**src/rtl/sd_host_pkg.sv**
```systemverilog
// Shared definitions for the SD host datapath: transmit FSM states,
// CRC16 polynomial, line-level framing bits and the serial CRC step.
package sd_host_pkg;

  typedef enum logic [2:0] {
    IDLE,
    PREFETCH,
    START,
    DATA,
    CRC,
    END
  } tx_state_t;

  localparam logic [15:0] CRC16_POLY   = 16'h1021;
  localparam logic        SD_START_BIT = 1'b0;
  localparam logic        SD_END_BIT   = 1'b1;

  // One bit of the CCITT CRC16 as SD sends it: MSB-first, no reflection.
  function automatic logic [15:0] crc16_step(input logic [15:0] crc_in,
                                             input logic        bit_in);
    logic feedback;
    feedback = crc_in[15] ^ bit_in;
    return {crc_in[14:0], 1'b0} ^ (feedback ? CRC16_POLY : 16'h0000);
  endfunction

endpackage

```
**src/rtl/sd_crc16.sv**
```systemverilog
// Serial CRC16 accumulator; clear wins over enable so a new frame can start
// on any cycle.
module sd_crc16
  import sd_host_pkg::*;
(
  input  logic        clk_rd,
  input  logic        reset,
  input  logic        clear,
  input  logic        enable,
  input  logic        bit_in,
  output logic [15:0] crc
);

  always_ff @(posedge clk_rd) begin
    if (reset || clear) begin
      crc <= 16'h0000;
    end else if (enable) begin
      crc <= crc16_step(crc, bit_in);
    end
  end

endmodule

```
**src/rtl/sd_dat_tx.sv**
```systemverilog
// SD 1-bit write-block transmitter: pops words from the data FIFO and drives
// start bit, data MSB-first, CRC16 and end bit, stalling the SD clock on underrun.
module sd_dat_tx
  import sd_host_pkg::*;
#(
  parameter int DATA_WIDTH  = 16,
  parameter int BLOCK_WORDS = 256,
  parameter int CNT_W       = 9
) (
  input  logic                  clk_rd,
  input  logic                  reset,
  input  logic                  start,
  input  logic                  bit_en,
  input  logic                  empty,
  input  logic [DATA_WIDTH-1:0] data_out,
  output logic                  rd_request,
  output logic                  dat_out,
  output logic                  dat_oe,
  output logic                  sd_clk_stop,
  output logic                  busy,
  output logic                  done
);

  localparam int               BIT_W      = $clog2(DATA_WIDTH);
  localparam logic [CNT_W-1:0] WORD_LIMIT = CNT_W'(BLOCK_WORDS);

  tx_state_t             state;
  logic [DATA_WIDTH-1:0] hold_reg;
  logic                  hold_valid;
  logic                  capture;
  logic [CNT_W-1:0]      fetched_words;
  logic [CNT_W-1:0]      sent_words;
  logic [DATA_WIDTH-1:0] shift_reg;
  logic [BIT_W-1:0]      bits_left;
  logic [3:0]            crc_idx;
  logic                  end_sent;

  logic                  fetch_ok;
  logic                  at_boundary;
  logic                  words_left;
  logic                  bypass;
  logic                  word_ready;
  logic [DATA_WIDTH-1:0] next_word;
  logic                  load_word;
  logic                  shift_bit;
  logic                  crc_clear;
  logic                  crc_en;
  logic                  crc_bit;
  logic [15:0]           crc;

  // A word arriving from the FIFO exactly at a word boundary goes straight into
  // the shifter; once stalled we wait for it to land in the holding register.
  always_comb begin
    fetch_ok    = (state != IDLE) && !empty && !hold_valid && !rd_request &&
                  !capture && (fetched_words < WORD_LIMIT);
    at_boundary = (state == DATA) && (bits_left == '0);
    words_left  = (sent_words < WORD_LIMIT);
    bypass      = capture && !sd_clk_stop;
    word_ready  = hold_valid || bypass;
    next_word   = hold_valid ? hold_reg : data_out;
    load_word   = bit_en && ((state == START) ||
                             (at_boundary && words_left && word_ready));
    shift_bit   = bit_en && (state == DATA) && (bits_left != '0);
    crc_clear   = (state == PREFETCH) && hold_valid && bit_en;
    crc_en      = load_word || shift_bit;
    crc_bit     = load_word ? next_word[DATA_WIDTH-1] : shift_reg[DATA_WIDTH-1];
  end

  sd_crc16 u_crc (
    .clk_rd (clk_rd),
    .reset  (reset),
    .clear  (crc_clear),
    .enable (crc_en),
    .bit_in (crc_bit),
    .crc    (crc)
  );

  always_ff @(posedge clk_rd) begin
    if (reset) begin
      state         <= IDLE;
      dat_out       <= 1'b1;
      dat_oe        <= 1'b0;
      rd_request    <= 1'b0;
      sd_clk_stop   <= 1'b0;
      busy          <= 1'b0;
      done          <= 1'b0;
      hold_reg      <= '0;
      hold_valid    <= 1'b0;
      capture       <= 1'b0;
      fetched_words <= '0;
      sent_words    <= '0;
      shift_reg     <= '0;
      bits_left     <= '0;
      crc_idx       <= 4'd0;
      end_sent      <= 1'b0;
    end else begin
      done       <= 1'b0;
      rd_request <= fetch_ok;
      capture    <= rd_request;

      if (fetch_ok) begin
        fetched_words <= fetched_words + CNT_W'(1);
      end

      if (load_word) begin
        hold_valid <= 1'b0;
        shift_reg  <= {next_word[DATA_WIDTH-2:0], 1'b0};
        dat_out    <= next_word[DATA_WIDTH-1];
        bits_left  <= BIT_W'(DATA_WIDTH - 1);
        sent_words <= sent_words + CNT_W'(1);
      end

      if (capture && !(bypass && load_word)) begin
        hold_reg    <= data_out;
        hold_valid  <= 1'b1;
        sd_clk_stop <= 1'b0;
      end

      if (shift_bit) begin
        dat_out   <= shift_reg[DATA_WIDTH-1];
        shift_reg <= {shift_reg[DATA_WIDTH-2:0], 1'b0};
        bits_left <= bits_left - BIT_W'(1);
      end

      case (state)
        IDLE: begin
          if (start && !done) begin
            state         <= PREFETCH;
            busy          <= 1'b1;
            fetched_words <= '0;
            sent_words    <= '0;
          end
        end
        PREFETCH: begin
          if (hold_valid && bit_en) begin
            dat_out <= SD_START_BIT;
            dat_oe  <= 1'b1;
            state   <= START;
          end
        end
        START: begin
          if (bit_en) begin
            state <= DATA;
          end
        end
        DATA: begin
          if (bit_en && at_boundary) begin
            if (!words_left) begin
              dat_out <= crc[15];
              crc_idx <= 4'd14;
              state   <= CRC;
            end else if (!word_ready && !sd_clk_stop) begin
              sd_clk_stop <= 1'b1;
            end
          end
        end
        CRC: begin
          if (bit_en) begin
            dat_out <= crc[crc_idx];
            if (crc_idx == 4'd0) begin
              state <= END;
            end else begin
              crc_idx <= crc_idx - 4'd1;
            end
          end
        end
        END: begin
          if (bit_en) begin
            if (!end_sent) begin
              dat_out  <= SD_END_BIT;
              end_sent <= 1'b1;
            end else begin
              dat_oe   <= 1'b0;
              done     <= 1'b1;
              busy     <= 1'b0;
              end_sent <= 1'b0;
              state    <= IDLE;
            end
          end
        end
        default: state <= IDLE;
      endcase
    end
  end

endmodule

```
**config.mk**
```make
export PLATFORM = sky130hd
export DESIGN_NAME = sd_dat_tx
export DESIGN_NICKNAME = d
export VERILOG_FILES = /design/src/rtl/sd_host_pkg.sv /design/src/rtl/sd_crc16.sv /design/src/rtl/sd_dat_tx.sv
export SDC_FILE = /design/constraint.sdc
export NUM_CORES = 1
export LEC_CHECK = 0
export ABC_AREA = 1
export CAP_MARGIN = 10
export CORE_ASPECT_RATIO = 1.4
export CORE_MARGIN = 5
export CORE_UTILIZATION = 53
export CTS_CLUSTER_DIAMETER = 60
export DETAILED_ROUTE_END_ITERATION = 7
export GPL_ROUTABILITY_DRIVEN = 0
export PLACE_DENSITY = 0.76
export SYNTH_ARGS = -nofsm -noshare
export SYNTH_HDL_FRONTEND = slang
export SYNTH_SLANG_ARGS = --single-unit
```
**constraint.sdc**
```tcl
create_clock -name clk_rd -period 1.8 [get_ports clk_rd]
set_input_delay 0.27 -clock clk_rd [delete_from_list [all_inputs] [get_ports clk_rd]]
set_output_delay 0.27 -clock clk_rd [all_outputs]
set_load 0.01 [all_outputs]
```
Word-level counts from Yosys, hierarchy flattened:

Index checks and enable logic that the tools add are counted.

* $add $sub $neg: 4
* multiply operators: 0
* div/mod/pow operators: 0
* magnitude comparators: 3
* equal/unequal tests: 15
* shifts and indexed selects: 0
* muxes and demuxes: 54
* bitwise gates (word level): 4
* reductions and logical operators: 48

Operator list (count)
* 9-bit two-way mux: 6
* 16-bit two-way mux: 3
* 3-bit two-way mux: 9
* 4-bit two-way mux: 6
* 1-bit two-way mux: 23
* 1-bit logical AND: 20
* 9-bit by 1-bit adder with 9-bit output, second input constant: 2
* 9-bit < comparator, second input constant: 2
* 3-bit one-hot mux with 6 select lines: 1
* 2-bit != test, second input constant: 8
* 16-bit bitwise XOR: 1
* 13-bit two-way mux: 1
* 2-bit nonzero test: 5
* 9-bit AND reduction: 1
* 1-bit zero test: 8
* 4-bit zero test: 2
* 4-bit one-hot mux with 2 select lines: 1
* 4-bit AND reduction: 2
* 4-bit by 1-bit subtractor with 4-bit output, second input constant: 2
* 3-bit by 2-bit == test with 1-bit output, second input constant: 2
* 3-bit == test, second input constant: 2
* 4-bit by 5-bit < comparator with 1-bit output, second input constant: 1
* 5-bit AND reduction: 1
* 1-bit binary-select mux with 4-bit select: 1
* other kinds (12): 18

* bits in registers: 85
* bits in latches: 0
* RAM bits: 0
* bits in read-only memories: 0
* output and inout bits: 6
* memories: 0

Longest topological paths before layout:

Gate-level depths: netlist of run 1.

* depth in word-level cells: 14
* mapped depth: 14
* depth with buffers taken out: 14

By module:

From an unflattened synthesis of run 1, not the netlist that was laid out.

* cells, all modules: 659
* area total of the unflattened synthesis: 4453.0 um2

Modules (own cells, without submodules)
* sd_dat_tx: instances 1, cells an instance 574, area each 3712.3 um2, seq. area each 1381.3 um2
* sd_crc16: instances 1, cells an instance 85, area each 740.7 um2, seq. area each 320.3 um2

Worst setup path before layout of run 1:

OpenSTA, ideal clock, no wires.

* path kind: reg-to-reg
* start: reg bits_left[0]
* end: reg hold_reg[13]
* library setup time: 116 ps
* arrival: 1628 ps
* required time: 1684 ps
* setup slack: 56 ps
* stages on the path, launching flop included: 14
* path buffers: 1
* clock period less this slack: 1744 ps
* cell sequence: dfxtp_1 > inv_1 > ha_1 > nand3_1 > inv_1 > nand3_2 > nand2_2 > nand2_4 > or2_4 > nand2_4 > inv_6 > buf_12 > nor2_2 > nor2_1

* word-level cells in the longest chain between the ends: 9

RTL lines
* start: declaration: line sd_dat_tx.sv:34 `logic [BIT_W-1:0] bits_left;`
* start signal: assignment: line sd_dat_tx.sv:109 `bits_left <= BIT_W'(DATA_WIDTH - 1);`
* start signal: assignment: line sd_dat_tx.sv:122 `bits_left <= bits_left - BIT_W'(1);`
* 4-bit zero test: line sd_dat_tx.sv:56 `at_boundary = (state == DATA) && (bits_left == '0);`
* 1-bit logical AND: line sd_dat_tx.sv:56
* 1-bit logical AND (2 in series): line sd_dat_tx.sv:62 `(at_boundary && words_left && word_ready));`
* 1-bit logical OR: line sd_dat_tx.sv:61 `load_word = bit_en && ((state == START) ||`
* 1-bit logical AND: line sd_dat_tx.sv:61
* 1-bit logical AND: line sd_dat_tx.sv:113 `if (capture && !(bypass && load_word)) begin`
* 1-bit zero test: line sd_dat_tx.sv:113
* 1-bit logical AND: line sd_dat_tx.sv:113
* end signal: assignment: line sd_dat_tx.sv:114 `hold_reg <= data_out;`
* end: declaration: line sd_dat_tx.sv:28 `logic [DATA_WIDTH-1:0] hold_reg;`

Every way passes these cells.
A chain may end at the register's enable or synchronous reset.

Worst setup path in the final report of run 1:

* start: reg state[0]
* end: reg hold_reg[12]

* word-level cells in the longest chain between the ends: 9

RTL lines
* start: declaration: line sd_dat_tx.sv:27 `tx_state_t state;`
* start signal: assignment: line sd_dat_tx.sv:80 `state <= IDLE;`
* start signal: assignment: line sd_dat_tx.sv:128 `state <= PREFETCH;`
* start signal: assignment: line sd_dat_tx.sv:138 `state <= START;`
* 3-bit by 2-bit == test with 1-bit output: line sd_dat_tx.sv:56
* 1-bit logical AND: line sd_dat_tx.sv:56
* 1-bit logical AND (2 in series): line sd_dat_tx.sv:62
* 1-bit logical OR (*): line sd_dat_tx.sv:61
* 1-bit logical AND (*): line sd_dat_tx.sv:61
* 1-bit logical AND (*): line sd_dat_tx.sv:113
* 1-bit zero test (*): line sd_dat_tx.sv:113
* 1-bit logical AND (*): line sd_dat_tx.sv:113

Every way passes the cells marked *; elsewhere a longest branch is shown, timed or not.

==> metrics, run 1 <==
Crit. End Element flop; vias in the first global route ~3.6k; row count 37; Tmin final 1730 ps; Syn Std Cell Area 3950 um2; fin nets 621; WP buf/inv 1; Die Width 82.9 um; leakage 1.93 nW; Data required, critical path 2100 ps; DR vias 3,697; MaxCap Viol Count 0; first-pass GRT wire length 15.6 mm; Crit path top cell by count nand2_4; sequential element share of the synthesized area 0.431; Final Cycle Share 0.961; Residual DRC 0; Peak VDD IR 777 uV; Core Area 7310 um2; Worst Max-Slew Pin Slew 499 ps; Syn-to-layout area delta 23.5%; initial DRC count ~220; Die Y 112 um; distinct cell type count after synthesis 41; Avg Synthesized Cell Area 7.32 um2; Worst path max stage delay 400 ps; Post-synth top flop dfxtp_1; Worst setup SP type flop; synth cell count leaders 92 x nor2_1, 85 x dfxtp_1, 81 x nand2_1, 59 x o21ai_0, 57 x inv_1; crit path from state[0]; Starting Density 0.540; Syn Nets 564; WP data arrival between 2000 and 2500 ps; Synth Register Bits 85; main area contributors after synthesis dfxtp_1 43%, nor2_1 8.8%, nand2_1 7.7%; clk sinks between 80 and 90; slowest stage cell, crit path dfxtp_4; Post-Synthesis Cells 539; Hold Crit Class flop to flop; die footprint 9300 um2; dpl hpwl between 6 and 7 mm; fraction of final layout cells sized beyond drive strength 1 0.173; hold slack 459 ps; grt total ovfl 0; # setup viols final 0; worst r2r path cells 10; critical path depth in cells 10; via-per-instance ratio 5.30; max_slew headroom 0.667; GRT Overall Usage 0.200; PortBufs 26; Reg-to-Reg End hold_reg[12]; final hold vios 0; Cell Chain, Critical Path nand2_4, nor3_4, nand3_2, nand2_2, nand2_4, or2_4, nand2_8, clkbuf_16, o21ai_1, nor2_1; drt first pass iters 5; CTS tree done; DRT antenna net count 0; Antenna Cells 0; CTS H-Tree Depth 3; CTS clock-pin slew for the worst setup and hold paths 80 ps; cell taking the most area after synthesis dfxtp_1; count leader, synth nor2_1; final core occ 0.666; RSZ-0062 raised after global routing true; Clk Latency, worst-skew pair 360 ps; Clock Skew about 10 ps; r2r setup slk just under 70 ps; post-synth top area share 0.431; clk buf depth 2; largest net degree at the start of global routing 31; number of synthesized flops with an enable pin 0; Routed WL per cell roughly 13 um; initial antenna violation count 0; Setup CP Type flop to flop; total CTS buffers 9; status complete, no violations; setup_tns 0 ps; Hold-fix buffers, CTS 0; pwr dens 871 nW/um2; io pins 27; Max Slew Vio Count 0; Worst path top cell family by delay simple AND/OR/NAND/NOR gates; Overall Power 4.24 mW; reg2reg start state[0]; Async S/R FF share, synth 0; Max Fclk 578 MHz; Worst Path Max Fanout 7; Clock Tree Root clkbuf_8; WL final 9.25 mm; YS warnings 0; crit path to hold_reg[12]
-- area by class of cell --
type                    instances  area, um2
clock buffers                  11        141
clock inverters                 4       25.0
fillers                       640       2440
inverters                      59        233
multi-input cells             374       2000
flip-flops and latches         85       1710
well taps                      97        121
repair buffers                 67        643
-- how the worst min path moves through the flow --
stage                 start           end  slack, ps  cells after the start
6_report         rd_request       capture        460                      2
5_1_grt          rd_request       capture        490                      2
4_1_cts          rd_request       capture        470                      2
3_5_place_dp     rd_request       capture        460                      2
3_3_place_gp   shift_reg[1]  shift_reg[1]        450                      2
2_1_floorplan   data_out[0]   hold_reg[0]        420                      2
-- placed cells by master, fill, tap and decap left out, drive strengths merged --
master / n
a211oi: 4
a21oi: 29
a311oi: 13
a31oi: 6
a32oi: 1
buf: 40
clkbuf: 12
clkdlybuf4s50: 26
clkinv: 2
clkinvlp: 3
dfxtp: 85
ha: 4
inv: 58
mux2i: 3
nand2: 86
nand3: 22
nand4: 8
nor2: 102
nor3: 11
nor3b: 1
nor4: 1
o2111ai: 1
o211ai: 5
o21ai: 65
o21bai: 1
or2: 3
xnor2: 1
xor2: 7
-- metal layers --
layer,vias up,track usage,share of wire
met1,1712,0.227,0.43
met3,21,0.0272,0.036
met4,0,0.106,0.026
li1,1894,-,-
met2,70,0.360,0.51
met5,-,0,0
-- kinds of logic after synthesis --
logic type / after synthesis / synth area share
fa+ha+maj: 4 / 0.0127
buf+inv: 80 / 0.0900
compound gates: 125 / 0.181
xor+xnor: 8 / 0.0178
mux: 3 / 0.00761
simple gates: 234 / 0.260
flops: 85 / 0.431
-- where the power goes --
group	switching (mW)	total [mW]	leakage [nW]	internal, mW
clock	0.660	1.19	0.0812	0.527
combinational	0.521	0.955	1.16	0.434
sequential	0.106	2.10	0.689	2.00
total	1.29	4.24	1.93	2.96
-- stage by stage --
stage               cell area (um2)  worst slack [ps]  std cells
finish                         4870              69.6        697
global route                   4870             -34.5        697
CTS                            4680              3.27        691
detailed placement             4490              -132        673
global placement               4490             -43.8        673
floorplan                      3950              55.8        539
-- repair_timing --
item                       4_1_cts  5_1_grt
setup endpoints to repair        8       64
pin swaps                        0       11
gates resized for setup          2       41
gates cloned                     0        1
buffers inserted                 3        5
-- worst min-delay path, stage by stage, from the launching register on --
cell,delay (ps)
dfxtp_1,320
inv_1,70
nor2_1,40
No activity file was read; power rests on OpenSTA's default activity.
==> run 2: changes to the inputs <==
--- a/config.mk
+++ b/config.mk
@@ -6,13 +6,15 @@
 export NUM_CORES = 1
 export LEC_CHECK = 0
 export ABC_AREA = 1
-export CAP_MARGIN = 10
+export CAP_MARGIN = 20
 export CORE_ASPECT_RATIO = 1.4
 export CORE_MARGIN = 5
 export CORE_UTILIZATION = 53
 export CTS_CLUSTER_DIAMETER = 60
+export CTS_CLUSTER_SIZE = 30
 export DETAILED_ROUTE_END_ITERATION = 7
 export GPL_ROUTABILITY_DRIVEN = 0
+export GPL_TIMING_DRIVEN = 0
 export PLACE_DENSITY = 0.76
 export SYNTH_ARGS = -nofsm -noshare
 export SYNTH_HDL_FRONTEND = slang
==> run 2 against run 1 <==
  * Hold slack worse by 56 ps
  * Highest routed layer unchanged
  * Flip-flop and latch count did not move
  * Non-clock buffer count decreased by 3
  * Clock skew up 1.6 ps
==> metrics, run 2 (same netlist as run 1, synthesis figures left out) <==
Clock Tree Root clkbuf_8; first-pass GRT wire length 16.2 mm (+3.6%); Hold Crit Class primary input to flop; Die Y 112 um (unchanged); Setup CP Type flop to flop; grt total ovfl 0 (unchanged); Residual DRC 0 (unchanged); vias in the first global route 3,728 (+4.0%); Tmin final 1790 ps (+64.4 ps); Worst setup SP type flop; CTS H-Tree Depth 3 (unchanged); Die Width 82.9 um (unchanged); # setup viols final 0 (unchanged); DRT antenna net count 0 (unchanged); final hold vios 0 (unchanged); Routed WL per cell 14.0 um (+5.7%); dpl hpwl 6.52 mm (+5.2%); fillers 663 (+3.6%); Antenna Cells 0 (unchanged); Max Fclk 557 MHz (-3.6%); leakage 1.91 nW (-0.92%); total CTS buffers 9 (unchanged); fin nets 618 (-0.48%); WL final 9.75 mm (+5.4%); status complete, no violations; row count 37 (unchanged); commonest non-fill, non-tap cells in the layout 87 x nor2_1, 81 x nand2_1, 78 x dfxtp_1, 55 x o21ai_0, 52 x inv_1; Starting Density 0.540 (unchanged); drt first pass iters 5 (unchanged); via-per-instance ratio 5.48 (+3.3%); most common cell after layout, fill and taps aside nor2_1; CTS tree done; DR vias 3,807 (+3.0%); largest net degree at the start of global routing 15 (-52%); max_slew headroom 0.611 (-0.0553); Worst Path Max Fanout 8 (+1); die footprint 9300 um2 (unchanged); Max Slew Vio Count 0 (unchanged); Data required, critical path 2060 ps (-40 ps); RSZ-0062 raised after global routing true; Crit. End Element flop; Worst Max-Slew Pin Slew 583 ps (+83.5 ps); clk buf depth 2 (unchanged); CTS clock-pin slew for the worst setup and hold paths 90 ps (about the same); Hold-fix buffers, CTS 0 (unchanged); final core occ 0.657 (-0.00975); fraction of final layout cells sized beyond drive strength 1 0.157 (-0.0161); GRT Overall Usage 0.209 (+0.00914); clk sinks 85 (unchanged); Final Instance Area 4800 um2 (-1.5%); initial DRC count 275 (+27%); Clk Latency, worst-skew pair 360 ps (about the same); dpl cell area 4320 um2 (-3.8%); MaxCap Viol Count 0 (unchanged); Core Area 7310 um2 (unchanged); WP data arrival 2060 ps (+30 ps); io pins 27 (unchanged); PortBufs 25 (-3.8%); pwr dens 909 nW/um2 (+4.4%); Clock Skew 12.0 ps (+1.64 ps); initial antenna violation count 0 (unchanged); Final Cycle Share 0.997 (+0.0358); Syn-to-layout area delta 21.7%; Peak VDD IR 662 uV (-15%)
-- run 2: cell types whose count changed in the layout (fill, tap and decap cells not counted), sizes merged --
cell	before	now
buf	40	29
clkbuf	12	21
clkdlybuf4s50	26	24
clkinvlp	3	1
inv	58	60
bufinv	0	1
dlymetal6s2s	0	1
-- run 2: metrics by stage --
step	std cells	power, mW	worst slack (ps)	setup TNS (ps)	hold slack, ps
after CTS	684	4.27	0.608	0	376
after floorplan	539	2.66	55.8	0	415
after detailed placement	661	2.90	-466	-13550	453
final	695	4.37	5.14	0	403
after global routing	695	4.60	-86.4	-862	425
after global placement	661	2.88	-456	-12550	444
-- run 2: cell type report --
cell class / count / area, um2 / area share
inverter: 59 / 231 / 0.0482
clock buffer: 11 / 131 / 0.0274
multi-input combinational: 374 / 1990 / 0.414
buffer: 21 / 146 / 0.0305
tap: 97 / 121 / 0.0253
sequential: 85 / 1720 / 0.357
clock inverter: 5 / 60.1 / 0.0125
timing repair buffer: 43 / 409 / 0.0852
-- run 2: repair_timing --
action / CTS / global route
setup buffers: 7 / 10
endpoints found under the setup margin: 57 / 61
pin swaps: 4 / 12
gates cloned: 0 / 1
gates resized for setup: 24 / 31
-- run 2: worst max-delay path: stages, from the launching register on --
cell       delay (ps)
dfxtp_4           390
nand2_4            70
nor3_4            210
nand3_2            90
nand2_2           100
nand2_4            90
or2_4             280
nand2_8           110
inv_8              60
clkbuf_16         160
nor2_2             80
nor2_1             40
-- run 2: worst paths after layout --
path / cells after the start / slack, ps / startpoint / end
worst max register to register: 11 / 5 / state[1] / hold_reg[0]
worst min register to register: 2 / 450 / rd_request / capture
worst min-delay path: 2 / 400 / reset / sd_clk_stop
worst max-delay path: 11 / 5 / state[1] / hold_reg[0]
-- run 2: report_power, final --
group / switching (mW) / leakage [nW] / total [mW] / internal, mW
Combinational: 0.553 / 1.13 / 0.945 / 0.391
Sequential: 0.0847 / 0.691 / 2.08 / 2.00
Clock: 0.696 / 0.0939 / 1.34 / 0.648
-- run 2: layer usage --
layer / GRT usage / wire (um) / up-vias / share of wire
met4: 0.0862 / 267 / 0 / 0.027
met1: 0.226 / 4030 / 1795 / 0.41
li1: - / - / 1897 / -
met2: 0.384 / 5050 / 93 / 0.52
met3: 0.0529 / 390 / 22 / 0.040
met5: 0 / 0 / - / 0
